**config.mk**
```make
export PLATFORM = sky130hd
export DESIGN_NAME = multicycle_core
export DESIGN_NICKNAME = d
export VERILOG_FILES = /design/src/rtl/multicycle_core.sv
export SDC_FILE = /design/constraint.sdc
export NUM_CORES = 1
export LEC_CHECK = 0
export BUFFER_PORTS_ARGS = -buffer_cell sky130_fd_sc_hd__buf_4
export CORE_MARGIN = 2
export CORE_UTILIZATION = 35
export CTS_BUF_LIST = sky130_fd_sc_hd__clkbuf_4
export DETAILED_ROUTE_END_ITERATION = 10
export GPL_ROUTABILITY_DRIVEN = 0
export PLACE_DENSITY_LB_ADDON = 0.12
export SYNTH_ARGS = -nofsm -noshare
export SYNTH_HDL_FRONTEND = slang
export SYNTH_SLANG_ARGS = --single-unit
```
**constraint.sdc**
```tcl
create_clock -name i_clk -period 4.7 [get_ports i_clk]
set_clock_uncertainty 0.1 [all_clocks]
set_input_delay 0.47 -clock i_clk [delete_from_list [all_inputs] [get_ports i_clk]]
set_output_delay 0.47 -clock i_clk [all_outputs]
set_load 0.1 [all_outputs]
```
**src/rtl/multicycle_core.sv**
```systemverilog
// multicycle_core: multi-cycle 16-bit-instruction CPU core.
// Fetches instructions and accesses data memory over independent req/ack handshakes.
// A stalling memory simply holds ack low; the request and its address stay stable meanwhile.
// Ports:
//   i_clk, i_rst                      clock, async active-high reset
//   o_imem_req/addr, i_imem_ack/data  instruction fetch handshake (addr = PC)
//   o_dmem_req/we/addr/wdata          data access request (addr = ra, wdata = rb)
//   i_dmem_ack/rdata                  data access completion, read data
//   o_pc                              current PC
//   o_halted                          core stopped on an undefined opcode
module multicycle_core #(
   parameter int unsigned DATA_WIDTH      = 16,
   parameter int unsigned INST_ADDR_WIDTH = 8,
   parameter int unsigned DATA_ADDR_WIDTH = 8,
   parameter int unsigned RESET_PC        = 0
) (
   input  logic                       i_clk,
   input  logic                       i_rst,
   output logic                       o_imem_req,
   output logic [INST_ADDR_WIDTH-1:0] o_imem_addr,
   input  logic                       i_imem_ack,
   input  logic [15:0]                i_imem_data,
   output logic                       o_dmem_req,
   output logic                       o_dmem_we,
   output logic [DATA_ADDR_WIDTH-1:0] o_dmem_addr,
   output logic [DATA_WIDTH-1:0]      o_dmem_wdata,
   input  logic                       i_dmem_ack,
   input  logic [DATA_WIDTH-1:0]      i_dmem_rdata,
   output logic [INST_ADDR_WIDTH-1:0] o_pc,
   output logic                       o_halted
);

   localparam int unsigned ShiftW = $clog2(DATA_WIDTH);
   localparam logic [INST_ADDR_WIDTH-1:0] ResetPc = INST_ADDR_WIDTH'(RESET_PC);

   // Instruction set encoding; 0xA..0xF are the undefined opcodes.
   localparam logic [3:0] OpAdd   = 4'h0;
   localparam logic [3:0] OpSub   = 4'h1;
   localparam logic [3:0] OpAnd   = 4'h2;
   localparam logic [3:0] OpOr    = 4'h3;
   localparam logic [3:0] OpShift = 4'h4;
   localparam logic [3:0] OpMove  = 4'h5;
   localparam logic [3:0] OpLoadc = 4'h6;
   localparam logic [3:0] OpJump  = 4'h7;
   localparam logic [3:0] OpLoad  = 4'h8;
   localparam logic [3:0] OpStore = 4'h9;

   typedef enum logic [1:0] {StFetch, StExecute, StMem, StHalt} state_e;

   state_e                     state_q, state_d;
   logic [INST_ADDR_WIDTH-1:0] pc_q, pc_d;
   logic [15:0]                ir_q, ir_d;
   logic [DATA_WIDTH-1:0]      regs_q [4];
   logic [DATA_WIDTH-1:0]      regs_d [4];
   logic [DATA_ADDR_WIDTH-1:0] maddr_q, maddr_d;
   logic [DATA_WIDTH-1:0]      mwdata_q, mwdata_d;
   logic                       mwe_q, mwe_d;

   logic [3:0]                 op;
   logic [1:0]                 hi;
   logic [1:0]                 lo;
   logic [DATA_WIDTH-1:0]      k_ext;
   logic [DATA_WIDTH-1:0]      alu_a;
   logic [DATA_WIDTH-1:0]      alu_b;
   logic [DATA_WIDTH-1:0]      reg_hi;
   logic [ShiftW-1:0]          shamt;
   logic [DATA_WIDTH-1:0]      alu_res;
   logic [INST_ADDR_WIDTH-1:0] pc_inc;

   assign op     = ir_q[15:12];
   assign hi     = ir_q[11:10];
   assign lo     = ir_q[9:8];
   assign k_ext  = {{(DATA_WIDTH-8){1'b0}}, ir_q[7:0]};
   assign alu_a  = lo[1] ? regs_q[1] : regs_q[0];
   assign alu_b  = lo[0] ? k_ext : regs_q[2];
   assign reg_hi = regs_q[hi];
   assign shamt  = lo[1] ? k_ext[ShiftW-1:0] : regs_q[3][ShiftW-1:0];
   assign pc_inc = pc_q + INST_ADDR_WIDTH'(1);

   always_comb begin
      alu_res = '0;
      case (op)
         OpAdd:   alu_res = alu_a + alu_b;
         OpSub:   alu_res = alu_a - alu_b;
         OpAnd:   alu_res = alu_a & alu_b;
         OpOr:    alu_res = alu_a | alu_b;
         OpShift: alu_res = lo[0] ? (reg_hi >> shamt) : (reg_hi << shamt);
         default: alu_res = '0;
      endcase
   end

   always_comb begin
      state_d  = state_q;
      pc_d     = pc_q;
      ir_d     = ir_q;
      regs_d   = regs_q;
      maddr_d  = maddr_q;
      mwdata_d = mwdata_q;
      mwe_d    = mwe_q;
      unique case (state_q)
         StFetch: begin
            if (i_imem_ack) begin
               ir_d    = i_imem_data;
               state_d = StExecute;
            end
         end
         StExecute: begin
            state_d = StFetch;
            pc_d    = pc_inc;
            case (op)
               OpAdd, OpSub, OpAnd, OpOr, OpShift: regs_d[hi] = alu_res;
               OpMove: regs_d[hi] = regs_q[lo];
               OpLoadc: begin
                  if (lo[0]) begin
                     regs_d[hi][15:8] = ir_q[7:0];
                  end else begin
                     regs_d[hi] = k_ext;
                  end
               end
               OpJump: pc_d = regs_q[0][INST_ADDR_WIDTH-1:0];
               OpLoad, OpStore: begin
                  // PC advances only once the access completes.
                  pc_d     = pc_q;
                  state_d  = StMem;
                  maddr_d  = regs_q[0][DATA_ADDR_WIDTH-1:0];
                  mwdata_d = regs_q[1];
                  mwe_d    = (op == OpStore);
               end
               default: begin
                  pc_d    = pc_q;
                  state_d = StHalt;
               end
            endcase
         end
         StMem: begin
            if (i_dmem_ack) begin
               if (!mwe_q) begin
                  regs_d[hi] = i_dmem_rdata;
               end
               pc_d    = pc_inc;
               state_d = StFetch;
            end
         end
         StHalt: state_d = StHalt;
         default: state_d = StFetch;
      endcase
   end

   always_ff @(posedge i_clk or posedge i_rst) begin
      if (i_rst) begin
         state_q  <= StFetch;
         pc_q     <= ResetPc;
         ir_q     <= '0;
         regs_q   <= '{default: '0};
         maddr_q  <= '0;
         mwdata_q <= '0;
         mwe_q    <= 1'b0;
      end else begin
         state_q  <= state_d;
         pc_q     <= pc_d;
         ir_q     <= ir_d;
         regs_q   <= regs_d;
         maddr_q  <= maddr_d;
         mwdata_q <= mwdata_d;
         mwe_q    <= mwe_d;
      end
   end

   // Reset forces state to StFetch, so requests are gated to stay low while reset is held.
   assign o_imem_req   = (state_q == StFetch) && !i_rst;
   assign o_imem_addr  = pc_q;
   assign o_dmem_req   = (state_q == StMem) && !i_rst;
   assign o_dmem_we    = o_dmem_req && mwe_q;
   assign o_dmem_addr  = maddr_q;
   assign o_dmem_wdata = mwdata_q;
   assign o_pc         = pc_q;
   assign o_halted     = (state_q == StHalt) && !i_rst;

endmodule

```
==> summary.md, run 1 <==
| Metric | Value |
|---|---|
| Reg2reg setup slack | `slightly below 0.2 ns` |
| Fin nets | `approximately 1.5k` |
| Reg clk slew, reported paths | `0.12 ns` |
| Critical Path Fanout Max | `13` |
| Layout cells sized above 1 | `21.37%` |
| Fin crit share | `a little over nine tenths` |
| CP Data Required Time | `~5.1 ns` |
| Final hold violation count | `0` |
| Total of max-cap violations | `0` |
| DRT iter0 DRCs | `1341` |
| Crit path cell chain | `mux2i_1 -> ha_1 -> nand2_1 -> or2_2 -> o31ai_1 -> a21oi_1 -> o32a_1 -> ha_1 -> nand4_1 -> or4b_2 -> a21o_1 -> a21oi_1 -> o32a_1 -> a32oi_1 -> o41a_1 -> a21oi_1` |
| Crit path buf inv count | `0` |
| Status | `completed` |
| Area delta synth->final | `14.64%` |
| Number of global-route vias before repair | `between 10k and 15k` |
| WL/cell | `around 27 µm` |
| Hold Path Cell Cnt | `3` |
| Routed wire length | `a little under 50000 µm` |
| Unrepaired setup endpoints after global routing | `false` |
| Synth Net Count | `roughly 1.4k` |
| Met3 wire len | `~4700 µm` |
| Final setup viols | `0` |
| CP Data Arrival Time | `between 4 and 5 ns` |
| Register-to-Register Path Depth | `16` |
| Initial antenna violation count | `2` |
| CTS tree | `yes` |
| Post-CTS sizing | `0` |
| Min-Delay Endpoint | `state_q[0]` |
| Reg-to-Reg End | `regs_q[31]` |
| Ys Warns | `0` |
| Port Buffers | `79` |
| Bufs on Longest Clock Path | `2` |
| Post-synth top area cell | `dfrtp_1` |
| Cells after synthesis | `about 1.3k` |
| Met2 Routed Length | `21420 µm` |
| Initial cell density of the core | `35.27%` |
| Slew @ Worst Pin | `1.018 ns` |
| CTS root buf | `clkbuf_4` |
| Cell with the most instances after synthesis | `nand2_1` |
| CP most frequent cell | `a21oi_1` |
| Worst Hold Slack | `about 0.046 ns` |
| Critical R2R Launch | `ir_q[8]` |
| Post-CTS Setup Inserts | `0` |
| IO Count | `80` |
| Antenna Violating Nets Remaining | `0` |
| DR pass1 iterations | `5` |
| Max layer used | `met4` |
| Hold-fix buffers at CTS | `16` |
| Slowest stage delay, CP | `between 0.6 and 0.7 ns` |
| Crit path max-delay family | `compound AO/OA/AOI/OAI gates` |
| Mapped Avg Cell Area | `about 8 µm²` |
| # DRC | `0` |
| Critical path origin | `ir_q[8]` |
| Fmax | `between 0.2 and 0.25 GHz` |
| Synthesized flop and latch total | `115` |
| Die width | `181.6 µm` |
| DR vias | `approximately 12k` |
| Worst hold-check path type | `primary input to flop` |
| Clock Sinks | `115` |
| Synth cell types | `78` |
| Kind of critical path | `flop to flop` |
| EDFF count, synth | `0` |
| Clk Latency, worst-skew pair | `approximately 0.63 ns` |
| Synth cell count leaders | `nand2_1 (149), nor2_1 (145), dfrtp_1 (115), a21oi_1 (114), clkbuf_1 (89)` |
| Post-Syn Area | `between 10000 and 15000 µm²` |
| Fin. max-slew vios | `0` |
| Setup TNS | `0 ns` |
| Die H | `~180 µm` |
| Main area contributors after synthesis | `dfrtp_1 (26%), mux2i_1 (7.3%), mux4_2 (6.9%)` |
| Largest net degree at the start of global routing | `58` |
| Yosys top cell area share | `a little over a quarter` |
| Ys flop type | `dfrtp_1` |
| Hpwl dp | `35500 µm` |
| WL met1 | `20160 µm` |
| Slew HR | `between 30% and 40%` |
| Post-route cell area | `between 10000 and 15000 µm²` |
| Vias per cell | `~6.4` |
| Grt ovf | `0` |
| Register area share after synthesis | `between 20% and 30%` |
| Fraction of registers with async set/reset | `100.0%` |
| Min Tclk post-route | `between 4 and 5 ns` |
| CTS Buf Count | `17` |
| Hold Crit Start | `i_imem_ack` |
| Crit path max-delay cell type | `or4b_2` |
| Die ar. | `approximately 33000 µm²` |
| Crit path capture type | `flop` |
| Nature of the critical path startpoint | `flop` |
| Post-DP Area | `between 10000 and 15000 µm²` |
| First-pass GRT wire length | `a little over 70000 µm` |
| H-tree Lvls | `4` |
| Core Area | `31310 µm²` |
| Site row count | `65` |
| GRT Total Usage | `between 20% and 30%` |
cells by family after synthesis:
family                     share of synthesized area, %
adders and majority gates                         2.447
xor gates and xnor gates                          1.665
DFF                                               26.06
and+or+nand+nor                                   19.73
buffers and inverters                             5.042
muxes                                             22.11
AOI/OAI and AO/OA                                 22.96
cells in the final DEF (no fill, tap or decap), types with 6 or more instances in the layout:
master / n
a211oi_1: 13
a21oi_1: 114
a221oi_1: 11
a22oi_1: 9
a31oi_1: 17
a41oi_1: 7
and2_1: 6
buf_4: 144
clkbuf_4: 19
dfrtp_1: 113
dlygate4sd3_1: 18
ha_1: 20
inv_1: 15
mux2_2: 65
mux2i_1: 78
mux4_2: 34
nand2_1: 149
nand2b_1: 9
nand3_1: 30
nor2_1: 145
nor2b_1: 12
nor3_1: 48
nor4_1: 19
o211ai_1: 16
o21a_1: 13
o21ai_0: 76
o221ai_1: 8
o22ai_1: 29
o31ai_1: 16
or2_2: 8
or3_1: 9
xnor2_1: 11
xor2_1: 10
flip-flops by register name (all words and copies together), names as in the netlist:
name          count
o_dmem_wdata     16
mwe_q             1
o_imem_addr       8
ir_q             16
regs_q           64
state_q           2
o_dmem_addr       8
layer usage:
metal,track usage (%),vias up
li1,-,5199
met1,38.94,5762
met2,44.97,621
met3,8.203,112
met4,12.59,0
met5,0,-
cell type report:
class	count	area, µm²
diodes	3	7.507
clock buffers	19	142.6
clock inverters	13	135.1
fillers	3182	18650
inverters	16	62.56
multi-input cells	1092	7647
flip-flops and latches	115	2880
well taps	402	503.0
repair buffers	163	1281
worst min-delay path, cell delays in order:
cell and delay, ns:
buf_4 0.08, a21oi_1 0.05, a21oi_1 0.11
through the flow:
step / setup WS, ns / utilization, % / cells
floorplan: 0.07437 / - / 1341
global placement: 0.3512 / 38.95 / 1770
detailed placement: 0.3341 / 38.95 / 1770
CTS: 0.2700 / 40.34 / 1818
global route: 0.03852 / 40.42 / 1822
finish: 0.1982 / 40.43 / 1823
how the worst max path moves through the flow:
stage,end,slack (ns),cells after the start
2_1_floorplan,regs_q[15],0.07,21
3_3_place_gp,regs_q[15],0.35,16
3_5_place_dp,regs_q[15],0.33,16
4_1_cts,regs_q[31],0.27,16
5_1_grt,regs_q[31],0.04,16
6_report,regs_q[31],0.20,16
Power of run 1 is not shown: default switching activity piles up to over one toggle a cycle in this logic, so the estimate is an artifact.
==> run 2: changes to the inputs <==
clock period = 5.6 ns   (was 4.7 ns; I/O delays follow)
==> run 2 against run 1 <==
Non-clock buffer count is 33 lower. Utilization down 1.1 points. Wire length fell by 3.3%. Flip-flop and latch count did not move. First-iteration DRC count is 4.5% higher. Worst hold slack gained 0.024 ns.
==> summary.md, run 2 (synthesis results as in run 1) <==
| Metric | Value |
|---|---|
| Setup TNS | `0 ns` |
| Final hold violation count | `0` |
| FF/Latch Area | `slightly below 3000 µm²` |
| Reg-to-Reg End | `regs_q[15]` |
| Post-CTS Setup Inserts | `0` |
| Slew @ Worst Pin | `roughly 1.1 ns` |
| Fillers | `between 3k and 4k` |
| GRT Total Usage | `between 20% and 30%` |
| WL/cell | `roughly 26 µm` |
| DR vias | `about 11k` |
| Crit path max-delay cell type | `dfrtp_2` |
| Met2 Routed Length | `20360 µm` |
| Bufs on Longest Clock Path | `2` |
| Kind of critical path | `flop to flop` |
| Largest net degree at the start of global routing | `62` |
| Routed wire length | `roughly 47000 µm` |
| Unrepaired setup endpoints after global routing | `false` |
| Die width | `about 180 µm` |
| Final setup viols | `0` |
| Antenna Violating Nets Remaining | `0` |
| Critical Path Fanout Max | `45` |
| Die ar. | `roughly 33000 µm²` |
| Commonest non-fill, non-tap cells in the layout | `nand2_1 (149), nor2_1 (144), buf_4 (129)` |
| Site row count | `65` |
| WL met1 | `roughly 20000 µm` |
| Reg clk slew, reported paths | `0.13 ns` |
| Vias per cell | `~6.4` |
| Met3 wire len | `between 4000 and 5000 µm` |
| Register-to-Register Path Depth | `14` |
| Clock Sinks | `115` |
| Fin. max-slew vios | `0` |
| Number of global-route vias before repair | `10.89k` |
| CP most frequent cell | `a21oi_1` |
| Post-CTS sizing | `0` |
| CP Data Arrival Time | `around 5.2 ns` |
| First-pass GRT wire length | `slightly below 70000 µm` |
| Fin nets | `around 1.4k` |
| Fin crit share | `between 80% and 90%` |
| Hpwl dp | `between 30000 and 40000 µm` |
| Layout cells sized above 1 | `between 20% and 30%` |
| Min Tclk post-route | `4.791 ns` |
| Crit path capture type | `flop` |
| CTS root buf | `clkbuf_4` |
| Clk Latency, worst-skew pair | `between 0.5 and 0.6 ns` |
| # DRC | `0` |
| Most common cell after layout, fill and taps aside | `nand2_1` |
| Initial cell density of the core | `about a third` |
| Critical path origin | `ir_q[8]` |
| Multi-input logic area | `between 7000 and 8000 µm²` |
| Max layer used | `met5` |
| Crit path cell chain | `buf_4 -> nor2b_1 -> or3_1 -> nand2_1 -> xnor2_1 -> ha_1 -> nand4_1 -> or4b_2 -> a21o_1 -> a21oi_1 -> o32a_1 -> a32oi_1 -> o41a_1 -> a21oi_1` |
| Max reg flops | `64` |
| Grt ovf | `0` |
| Hold-fix buffers at CTS | `1` |
| Initial antenna violation count | `5` |
| Critical R2R Launch | `ir_q[8]` |
| DRT iter0 DRCs | `1401` |
| Die H | `181.6 µm` |
| Port Buffers | `79` |
| Slowest stage delay, CP | `between 0.7 and 0.8 ns` |
| Area delta synth->final | `11.62%` |
| CTS tree | `yes` |
| Fmax | `0.2087 GHz` |
| Core Area | `~31000 µm²` |
| Worst hold-check path type | `primary input to flop` |
| IO Count | `80` |
| Reg2reg setup slack | `approximately 0.8 ns` |
| Status | `completed` |
| Nature of the critical path startpoint | `flop` |
| DR pass1 iterations | `6` |
| Most flop-heavy register | `regs_q` |
| Worst setup path end | `regs_q[15]` |
| H-tree Lvls | `4` |
| Total of max-cap violations | `0` |
| CP Data Required Time | `between 6 and 7 ns` |
| CTS Buf Count | `17` |
| Slew HR | `about 28%` |
==> run 2: critical path, delay by kind of cell (launching register included) <==
family	cells	cell delay, ns
xor gates and xnor gates	1	0.11
and+or+nand+nor	5	1.63
AOI/OAI and AO/OA	6	1.16
buffers and inverters	1	0.57
DFF	1	0.78
adders and majority gates	1	0.36
==> run 2: cell type report <==
type	count	share of cell area, %
Tap cell	402	4.080
Timing Repair Buffer	130	7.937
Clock buffer	18	1.096
Multi-Input combinational cell	1092	61.94
Inverter	16	0.5075
Sequential cell	115	23.37
Clock inverter	14	1.035
Antenna cell	2	0.04060
==> run 2: worst min path at each step <==
stage / start / endpoint / slack [ns] / depth (start not counted)
floorplan: regs_q[10] / regs_q[10] / 0.36 / 2
global placement: regs_q[13] / regs_q[13] / 0.39 / 2
detailed placement: regs_q[13] / regs_q[13] / 0.39 / 2
CTS: i_dmem_ack / state_q[1] / 0.02 / 2
global route: i_dmem_ack / state_q[1] / 0.06 / 2
finish: i_dmem_ack / state_q[1] / 0.07 / 2
==> run 2: per-layer routing <==
layer | track usage (%) | vias to the layer above
met2 | 42.07 | 606
met3 | 7.982 | 118
met5 | 0 | -
li1 | - | 5117
met4 | 14.37 | 6
met1 | 36.76 | 5650
==> run 2: through the flow <==
stage	instances	hold WS (ns)	util [%]	worst slack (ns)	instance area, µm²
6_report	1789	0.07020	39.37	0.8094	12330
5_1_grt	1788	0.05720	39.36	0.4659	12320
4_1_cts	1787	0.01893	39.35	0.8800	12320
3_5_place_dp	1754	0.3919	38.48	0.8925	12050
3_3_place_gp	1754	0.3853	38.48	0.9705	12050
2_1_floorplan	1341	0.3602	-	0.3598	11040
Power of run 2 is left out for the same reason.
